$ cat src/rtl/fetch_sequencer_pkg.sv
// -----------------------------------------------------------------------------
// fetch_sequencer_pkg
//   Shared CPU definitions used by the instruction fetch sequencer:
//   the fetch FSM state encoding, the sequential PC increment, and the
//   default exception entry vector.
// -----------------------------------------------------------------------------
package fetch_sequencer_pkg;

  typedef enum logic [1:0] {
    ST_FETCH = 2'd0,  // request outstanding or about to be issued
    ST_VALID = 2'd1,  // instruction buffered, waiting for decode
    ST_DRAIN = 2'd2   // stale request in flight, response will be dropped
  } fetch_state_e;

  localparam logic [31:0] PC_STEP_DEFAULT    = 32'd4;
  localparam logic [31:0] EXC_VECTOR_DEFAULT = 32'h0000_0080;

endpackage : fetch_sequencer_pkg

$ cat src/rtl/fetch_sequencer.sv
// -----------------------------------------------------------------------------
// fetch_sequencer
//   Instruction fetch control for the multicycle core. Sole writer of the PC
//   register: applies sequential increments, branch/jump redirects and
//   exception entry. Runs the req/ack handshake with instruction memory and
//   buffers the fetched word until decode takes it.
//
// Ports
//   clk, reset     clock; synchronous active-high reset
//   pc             current PC (PC register output)
//   pc_next        PC register data input            (combinational)
//   pc_write       PC register write enable          (combinational)
//   imem_req       instruction memory request        (combinational)
//   imem_addr      instruction memory address        (combinational)
//   imem_ack       memory returns imem_rdata this cycle
//   imem_rdata     fetched instruction word
//   instr          buffered instruction              (registered)
//   instr_pc       address of instr                  (registered)
//   instr_valid    instr is valid                    (registered)
//   instr_ready    decode accepts instr this cycle
//   redirect       taken branch/jump, target on redirect_pc
//   exc            exception, PC goes to EXC_VECTOR (beats redirect)
// -----------------------------------------------------------------------------
module fetch_sequencer
  import fetch_sequencer_pkg::*;
#(
  parameter logic [31:0] EXC_VECTOR = EXC_VECTOR_DEFAULT,
  parameter logic [31:0] PC_STEP    = PC_STEP_DEFAULT
) (
  input  logic        clk,
  input  logic        reset,
  input  logic [31:0] pc,
  output logic [31:0] pc_next,
  output logic        pc_write,
  output logic        imem_req,
  output logic [31:0] imem_addr,
  input  logic        imem_ack,
  input  logic [31:0] imem_rdata,
  output logic [31:0] instr,
  output logic [31:0] instr_pc,
  output logic        instr_valid,
  input  logic        instr_ready,
  input  logic        redirect,
  input  logic [31:0] redirect_pc,
  input  logic        exc
);

  fetch_state_e state_q;
  logic         pending_q;
  logic [31:0]  addr_q;
  logic [31:0]  instr_q;
  logic [31:0]  instr_pc_q;
  logic         instr_valid_q;

  logic         flush;     // exc or redirect this cycle
  logic [31:0]  flush_pc;  // target of the flush

  assign flush    = exc | redirect;
  assign flush_pc = exc ? EXC_VECTOR : redirect_pc;

  // ---------------------------------------------------------------------------
  // Combinational handshake and PC-register controls. The first FETCH cycle
  // addresses memory straight from pc; afterwards the latched address is held
  // so it stays stable until the ack even if pc changes underneath.
  // ---------------------------------------------------------------------------
  always_comb begin
    // NOTE: every output gets a default before the case so no path leaves one
    // unassigned, which would otherwise infer a latch.
    pc_next   = 32'd0;
    pc_write  = 1'b0;
    imem_req  = 1'b0;
    imem_addr = 32'd0;

    if (!reset) begin
      imem_addr = addr_q;
      unique case (state_q)
        ST_FETCH: begin
          imem_req = 1'b1;
          if (!pending_q) imem_addr = pc;
          if (imem_ack && !flush) begin
            pc_write = 1'b1;
            pc_next  = imem_addr + PC_STEP;  // wraps modulo 2^32
          end
        end
        ST_DRAIN: begin
          imem_req = 1'b1;
        end
        default: ;
      endcase

      // Exception/redirect overrides any increment in the same cycle.
      if (flush) begin
        pc_write = 1'b1;
        pc_next  = flush_pc;
      end
    end
  end

  // ---------------------------------------------------------------------------
  // Fetch FSM with registered instruction buffer.
  // ---------------------------------------------------------------------------
  // NOTE: sequential state uses non-blocking assignments only, so every
  // register samples pre-edge values and ordering between them is irrelevant.
  always_ff @(posedge clk) begin
    if (reset) begin
      state_q       <= ST_FETCH;
      pending_q     <= 1'b0;
      addr_q        <= 32'd0;
      instr_q       <= 32'd0;
      instr_pc_q    <= 32'd0;
      instr_valid_q <= 1'b0;
    end else begin
      unique case (state_q)
        ST_FETCH: begin
          addr_q <= imem_addr;
          if (imem_ack) begin
            pending_q <= 1'b0;
            if (flush) begin
              // Response belongs to the wrong path: drop it, refetch.
              state_q <= ST_FETCH;
            end else begin
              instr_q       <= imem_rdata;
              instr_pc_q    <= imem_addr;
              instr_valid_q <= 1'b1;
              state_q       <= ST_VALID;
            end
          end else begin
            pending_q <= 1'b1;
            // Request is already on the bus; wait it out and drop the data.
            if (flush) state_q <= ST_DRAIN;
          end
        end

        ST_VALID: begin
          // Ack here has no matching request and is ignored.
          if (flush || instr_ready) begin
            instr_valid_q <= 1'b0;
            state_q       <= ST_FETCH;
          end
        end

        ST_DRAIN: begin
          if (imem_ack) begin
            pending_q <= 1'b0;
            state_q   <= ST_FETCH;
          end
        end

        default: begin
          pending_q     <= 1'b0;
          instr_valid_q <= 1'b0;
          state_q       <= ST_FETCH;
        end
      endcase
    end
  end

  assign instr       = instr_q;
  assign instr_pc    = instr_pc_q;
  assign instr_valid = instr_valid_q;

endmodule : fetch_sequencer

$ cat config.mk
export PLATFORM = sky130hd
export DESIGN_NAME = fetch_sequencer
export DESIGN_NICKNAME = d
export VERILOG_FILES = /design/src/rtl/fetch_sequencer_pkg.sv /design/src/rtl/fetch_sequencer.sv
export SDC_FILE = /design/constraint.sdc
export NUM_CORES = 1
export LEC_CHECK = 0
export CORE_MARGIN = 2
export CORE_UTILIZATION = 35
export CTS_CLUSTER_DIAMETER = 120
export CTS_CLUSTER_SIZE = 20
export DETAILED_ROUTE_END_ITERATION = 7
export MAX_ROUTING_LAYER = met4
export PLACE_DENSITY = 0.74
export SLEW_MARGIN = 20
export SYNTH_ARGS = -nofsm -noshare
export SYNTH_HDL_FRONTEND = slang
export SYNTH_SLANG_ARGS = --single-unit
export TNS_END_PERCENT = 20
$ cat constraint.sdc
create_clock -name clk -period 4.5 [get_ports clk]
set_input_delay 1.35 -clock clk [delete_from_list [all_inputs] [get_ports clk]]
set_output_delay 1.35 -clock clk [all_outputs]
set_load 0.005 [all_outputs]
==> results by group <==
Synth
  – Post-synth top area share: 0.3774
  – Distinct cells, synth: 51
  – Post-synthesis sequential area ratio: 0.3774
  – Area contributors post-synth: dfxtp_1 38%, nand2_1 12%, a21oi_1 10%, mux2i_1 4.9%, a211oi_1 4.1%
  – #FFs+latches synth: 100
  – Synth Cell Area: approximately 5300 sq um
  – Most area-hungry cell type in the Yosys netlist: dfxtp_1
  – Syn_nets: 814
  – Synth top cells by count: 166 x nand2_1, 108 x a21oi_1, 100 x dfxtp_1
  – Ys Warns: 0
  – Syn Area/Cell: 7.461 sq um
  – Synth Instances: 711
  – EDFF count, synth: 0
  – Prevailing post-synth register cell: dfxtp_1
  – Count leader, synth: nand2_1
  – Ys async rst share: 0

Pwr
  – Pwr Total: 2.386 mW
  – Sequential share of power: 0.403
  – Static leakage: ~3.6 nW
  – P_int: between 1.5 and 2 mW
  – Clock power share: 0.338
  – Reported net switching power: 0.7035 mW
  – Switch share: 0.2949
  – Maximum vdd drop: 0.0002036 V
  – PwrDens: 263.5 nW/um^2
  – Logic gate share of total power: 0.259

Global routing
  – Largest net degree at the start of global routing: 60
  – Grt total ovfl: 0
  – Overall Global Routing Usage: 0.2579
  – Initial antenna violation count: 0
  – Vias in the first global route: 6043
  – First-pass GRT wire length: about 32000 um

Placement
  – # port buffers: 232
  – Worst slack at placement: -889.3 ps
  – Post-DP HPWL: about 15000 um
  – GP Congestion: 0.9610

Floorplanning
  – Starting Density: 0.3623
  – Full die area: 16160 sq um
  – Die Wd: around 130 um
  – Die height: ~130 um
  – Ports: 233
  – Row cnt: between 40 and 50
  – Core ar.: approximately 15000 sq um

Routing
  – Metal-1 WL: just over 9000 um
  – Wire per inst: roughly 17 um
  – Top Metal Used: met4
  – Met3 wire length: 1488 um
  – DRC viols: 0
  – 1st-iter DRT viols: 407
  – Final ANT Viol Nets: 0
  – WL final: 21050 um
  – Vias: 6351
  – Vias/cell: 5.275
  – 1st-pass router iterations: 5
  – Routed wire length on met2: 9984 um

STA
  – Fmax: 219.7 MHz
  – Worst relative slew slack: 0.5689
  – Post-layout min period: approximately 4600 ps
  – Tightest Pin Transition: 645.1 ps
  – Crit share post-route: 1.011
  – Final setup fails: 5
  – Setup TNS Final: -147.3 ps
  – Clock skew: ~6.4 ps
  – Pins Over Slew Limit: 0
  – Worst setup margin: -51.17 ps
  – Final-report hold violation count: 0
  – RSZ-0062 raised after global routing: yes

Setup path
  – Worst Path Buf+Inv: 5
  – Critical path's top delay family: simple AND/OR/NAND/NOR gates
  – Worst setup EP type: output pin
  – CP arrival: about 3200 ps
  – Critical path peak fanout: 4
  – Crit start category: input port
  – CP Data Required Time: 3150 ps
  – CP peak stage delay: ~410 ps
  – Crit-path slowest cell: or4_4
  – Critical path class: in -> out
  – Cell mode on critical path: buf_6
  – CP Cell Sequence: buf_6, mux2_4, ha_4, inv_4, a211oi_4, nand4_2, buf_6, buf_12, or4_4, nand3_2, a21oi_2, buf_2

CTS
  – CTS max path bufs: 2
  – Hold-fix buffers, CTS: 0
  – Worst-skew pair later-pin latency: 350 ps
  – CTS Buf Count: 9
  – TritonCTS Sinks: 100
  – CTS root buf: clkbuf_16
  – Worst-path clk slew: 70 ps
  – CTS tree: built
  – Clock H-tree levels: 3

Status
  – Status: complete, but fails checks
  – Failing checks: setup timing

Run
  – Max-Cap Viols: 0

Finish
  – Share of cells above drive strength 1: 0.2275
  – Flip-flop and latch area: 2003 sq um
  – Antenna diodes: 0
  – Final nets: 1118
  – Synth-to-Final Area Change: 70.68%
  – FILL cells: 1290
  – Area of the multi-input gates: between 3000 and 4000 sq um

Worst hold path
  – Worst hold path class: reg -> reg
==> cell type report <==
| class | instances | area share |
|---|---|---|
| clock buffer | 9 | 0.02487 |
| sequential | 100 | 0.2212 |
| clock inverter | 7 | 0.008153 |
| inverter | 15 | 0.006494 |
| tap | 184 | 0.02542 |
| timing repair buffer | 349 | 0.3466 |
| multi-input combinational | 540 | 0.3673 |
==> power groups by stage <==
| stage | Sequential [mW] | Clock (mW) | Combinational, mW |
|---|---|---|---|
| floorplan | 0.971 | 0 | 0.242 |
| global placement | 0.978 | 0 | 0.577 |
| detailed placement | 0.979 | 0 | 0.581 |
| CTS | 0.960 | 0.814 | 0.598 |
| global route | 0.968 | 0.852 | 0.664 |
| finish | 0.962 | 0.805 | 0.618 |
==> logic make-up after synthesis <==
group           after synthesis  synth area share
simple gates                295            0.2469
compound gates              194            0.2250
flops                       100            0.3774
buf+inv                      71           0.05825
mux                          29           0.05542
xor+xnor                     21           0.03467
fa+ha+maj                     1          0.002358
==> stage by stage <==
step,area (sq um),utilization,hold slack [ps],cells
4_1_cts,8940,0.6105,455.3,1202
6_report,9055,0.6183,452.5,1204
5_1_grt,9055,0.6183,470.6,1204
2_1_floorplan,5305,-,452.7,711
3_3_place_gp,8373,0.5718,440.8,1169
3_5_place_dp,8373,0.5718,445.6,1169
==> flip-flops by register name, summed over array words and instances, names as in the netlist <==
signal / count
addr_q: 32
instr: 32
instr_pc: 32
instr_valid: 1
pending_q: 1
state_q: 2
==> repair_timing <==
| item | in CTS | in global routing |
|---|---|---|
| setup endpoints to repair | 35 | 26 |
| buffers inserted | 17 | 3 |
| gates resized for setup | 183 | 62 |
| pin swaps | 32 | 28 |
==> worst reg2reg max path, cell delays in order (launching register included) <==
cell     delay (ps)
dfxtp_2         440
buf_4           230
inv_1           130
nand2_1         510
nand2_1         150
a21oi_1         390
buf_4           180
nand2_1          40
a21oi_1         120
==> layout by cell type, fill, tap and decap left out, drive strengths merged, types with 4 or more instances in the layout <==
master,instances
inv,17
clkdlybuf4s50,177
dfxtp,100
nor2,58
a211oi,30
clkbuf,18
dlygate4sd2,12
xor2,10
mux2i,26
a22oi,9
a21oi,108
nand3,16
nor3,16
nand2,166
dlymetal6s2s,4
o21ai,14
nand3b,8
nand4,7
clkdlybuf4s15,5
nand4b,4
buf,142
a221oi,12
xnor2,11
==> per-layer routing <==
layer,GRT usage,up-vias
met5,-,-
met2,0.4190,253
met1,0.3273,2957
li1,-,3112
met3,0.05067,29
met4,0.07563,0
==> path summary, 6_finish.rpt <==
| kind | slack [ps] | cells past startpoint | start | to |
|---|---|---|---|---|
| setup / recovery | -50 | 12 | pc[3] | pc_next[24] |
| hold / removal | 450 | 2 | instr_pc[6] | instr_pc[6] |
| setup reg to reg | 2230 | 8 | pending_q | instr_pc[15] |
| hold reg to reg | 450 | 2 | instr_pc[6] | instr_pc[6] |
No activity file was read; power rests on OpenSTA's default activity.
==> RTL edit (same flow settings) <==
Reset style: asynchronous (`reset`), changed in one clocked block. Comments in the files are not updated.
--- a/src/rtl/fetch_sequencer.sv
+++ b/src/rtl/fetch_sequencer.sv
@@ -102,5 +102,5 @@
   // NOTE: sequential state uses non-blocking assignments only, so every
   // register samples pre-edge values and ordering between them is irrelevant.
-  always_ff @(posedge clk) begin
+  always_ff @(posedge clk or posedge reset) begin
     if (reset) begin
       state_q       <= ST_FETCH;
Behaviour: differs if reset is asserted again (counterexample within 4 cycles, from zero or initial values and one cycle with reset high); with reset held inactive, the same outputs for 4 cycles.
==> RTL edit against the original RTL <==
Critical path depth is 4 lower. Wire length is 9.5% higher. Sequential cell count stayed put. Count of clock-buffer cells in the layout is 3 higher. Area after synthesis is 10% higher. Maximum frequency is 1.2% higher. Clock power is 2% lower. Setup slack better by 0.055 ns. Largest power group unchanged. Total power is 23% higher. Cell area is 7.1% higher.
==> RTL edit: results (changes against the original RTL) <==
The run gives 61 (+20%) as the number of different library cells in the post-synthesis netlist. The run gives 35.8 mm (+12%) as the wire length of the first global-routing pass. In the post-synthesis netlist, the biggest area contributors are sky130_fd_sc_hd__dfrtp_1 43%, sky130_fd_sc_hd__nand2_1 17%, sky130_fd_sc_hd__a21oi_1 4.4%. The flow ran to the end, and the final reports show no timing, DRC or antenna violations. In this run the critical register-to-register path is launched from pending_q. The number of vias per cell came out at 5.15 (-2.4%).

The fraction of layout instances using a drive strength above 1 works out to 0.226 (-0.00164). Async set-reset flop share out of synthesis: 1.00 (+1.00). The worst setup path is of the in -> out kind.

The run gives 0.00423 ns (-0.00215 ns) as the worst clock skew. The final number of setup-violating endpoints was 0 (-5). The tools report the largest net degree at the start of global routing as 57 (-5.0%). The most critical setup path has its startpoint at pc[18].

The final RePlAce weighted congestion is 0.929 (-3.3%). Number of nets in the final layout: 1152 (+3.0%). The tools report the share of synthesized area occupied by flip-flops and latches as 0.428 (+0.0504).

Slew at the pin closest to its max-slew limit: 0.878 ns (+0.233 ns). The hold path startpoint was instr_pc[6]. Static leakage power: 4.44 nW (+24%).

The global-route usage over all layers was 0.265 (+0.00745); the worst voltage drop across the vdd grid was 0.000223 V (+9.3%). The net switching component of the power was 0.000913 W (+30%). For the number of instances in the synthesized netlist, the log shows 731 (+2.8%).

The half-perimeter wire length after placement is 16.5 mm (+7.1%), and the number of antenna violations at the first check in global routing is 2 (+2). The critical path's largest stage delay was 0.55 ns (+0.14 ns); the non-filler instance count after layout was 1276 (+6.0%). The net count after synthesis is 834 (+2.5%). Wire length per cell: 18.1 um (+3.3%). The synthesized design spends more area on one cell type than any other, namely sky130_fd_sc_hd__dfrtp_1. The via count of the first global-routing pass is 6587 (+9.0%).
==> RTL edit: worst max-delay path, delay by kind of cell <==
family / cells / cell delay, ns
simple gates: 4 / 1.21
buf+inv: 2 / 0.25
compound gates: 1 / 0.05
mux: 1 / 0.28
==> RTL edit: stage by stage <==
step | hold slack [ns] | cell area, um2 | total power [W] | worst slack [ns]
2_1_floorplan | 0.462 | 5880 | 0.00153 | -0.718
3_3_place_gp | 0.457 | 9010 | 0.00209 | -0.771
3_5_place_dp | 0.460 | 9010 | 0.00211 | -0.815
4_1_cts | 0.479 | 9570 | 0.00293 | 0.000127
5_1_grt | 0.500 | 9690 | 0.00309 | -0.0423
6_report | 0.473 | 9690 | 0.00293 | 0.00333
==> RTL edit: power groups by stage <==
stage	Combinational (W)	Sequential (W)	Clock (W)
detailed placement	0.000947	0.00116	0
finish	0.000996	0.00115	0.000788
global route	0.00108	0.00117	0.000843
floorplan	0.000374	0.00115	0
CTS	0.000975	0.00114	0.000813
global placement	0.000936	0.00115	0
==> RTL edit: path summary, 6_finish.rpt <==
path                                    end  slack (ns)  cells past startpoint
worst max-delay path            pc_next[29]       0.003                      8
worst min-delay path            instr_pc[6]        0.47                      2
worst max register to register  instr_pc[2]        2.18                     14
worst min register to register  instr_pc[6]        0.47                      2
max in group asynchronous       instr_pc[4]        2.00                      4
min in group asynchronous         addr_q[9]        1.31                      3
==> RTL edit: metal layers <==
layer / GRT usage / wire length (um) / part of all wire / up-vias
li1: - / - / - / 3120
met1: 0.340 / 10100 / 0.44 / 3106
met2: 0.417 / 10800 / 0.47 / 311
met3: 0.0651 / 1790 / 0.078 / 31
met4: 0.0810 / 397 / 0.017 / 0
met5: - / 0 / 0 / -
==> RTL edit: cells by family (layout without fill, tap and decap cells) <==
kind of cell	after synthesis	after routing	synth area share
compound gates	150	150	0.161
xor+xnor	18	18	0.0270
fa+ha+maj	1	1	0.00214
buf+inv	61	384	0.0458
flops	100	100	0.428
mux	31	31	0.0560
other cells	0	2	0
simple gates	370	370	0.280
==> RTL edit: final cells by class <==
cell class                 instances  area [um2]
fill                            1472        6770
multi-input combinational        570        3390
timing repair buffer             353        3160
sequential                       100        2500
tap                              220         275
clock buffer                      12         267
inverter                          15        62.6
clock inverter                     4        30.0
antenna                            2        5.00
==> RTL edit: what timing repair did <==
item                       4_1_cts  5_1_grt
gates cloned                     0        0
setup endpoints to repair       32       30
gates resized for setup        166       59
setup buffers                   19        3
pin swaps                       32       25
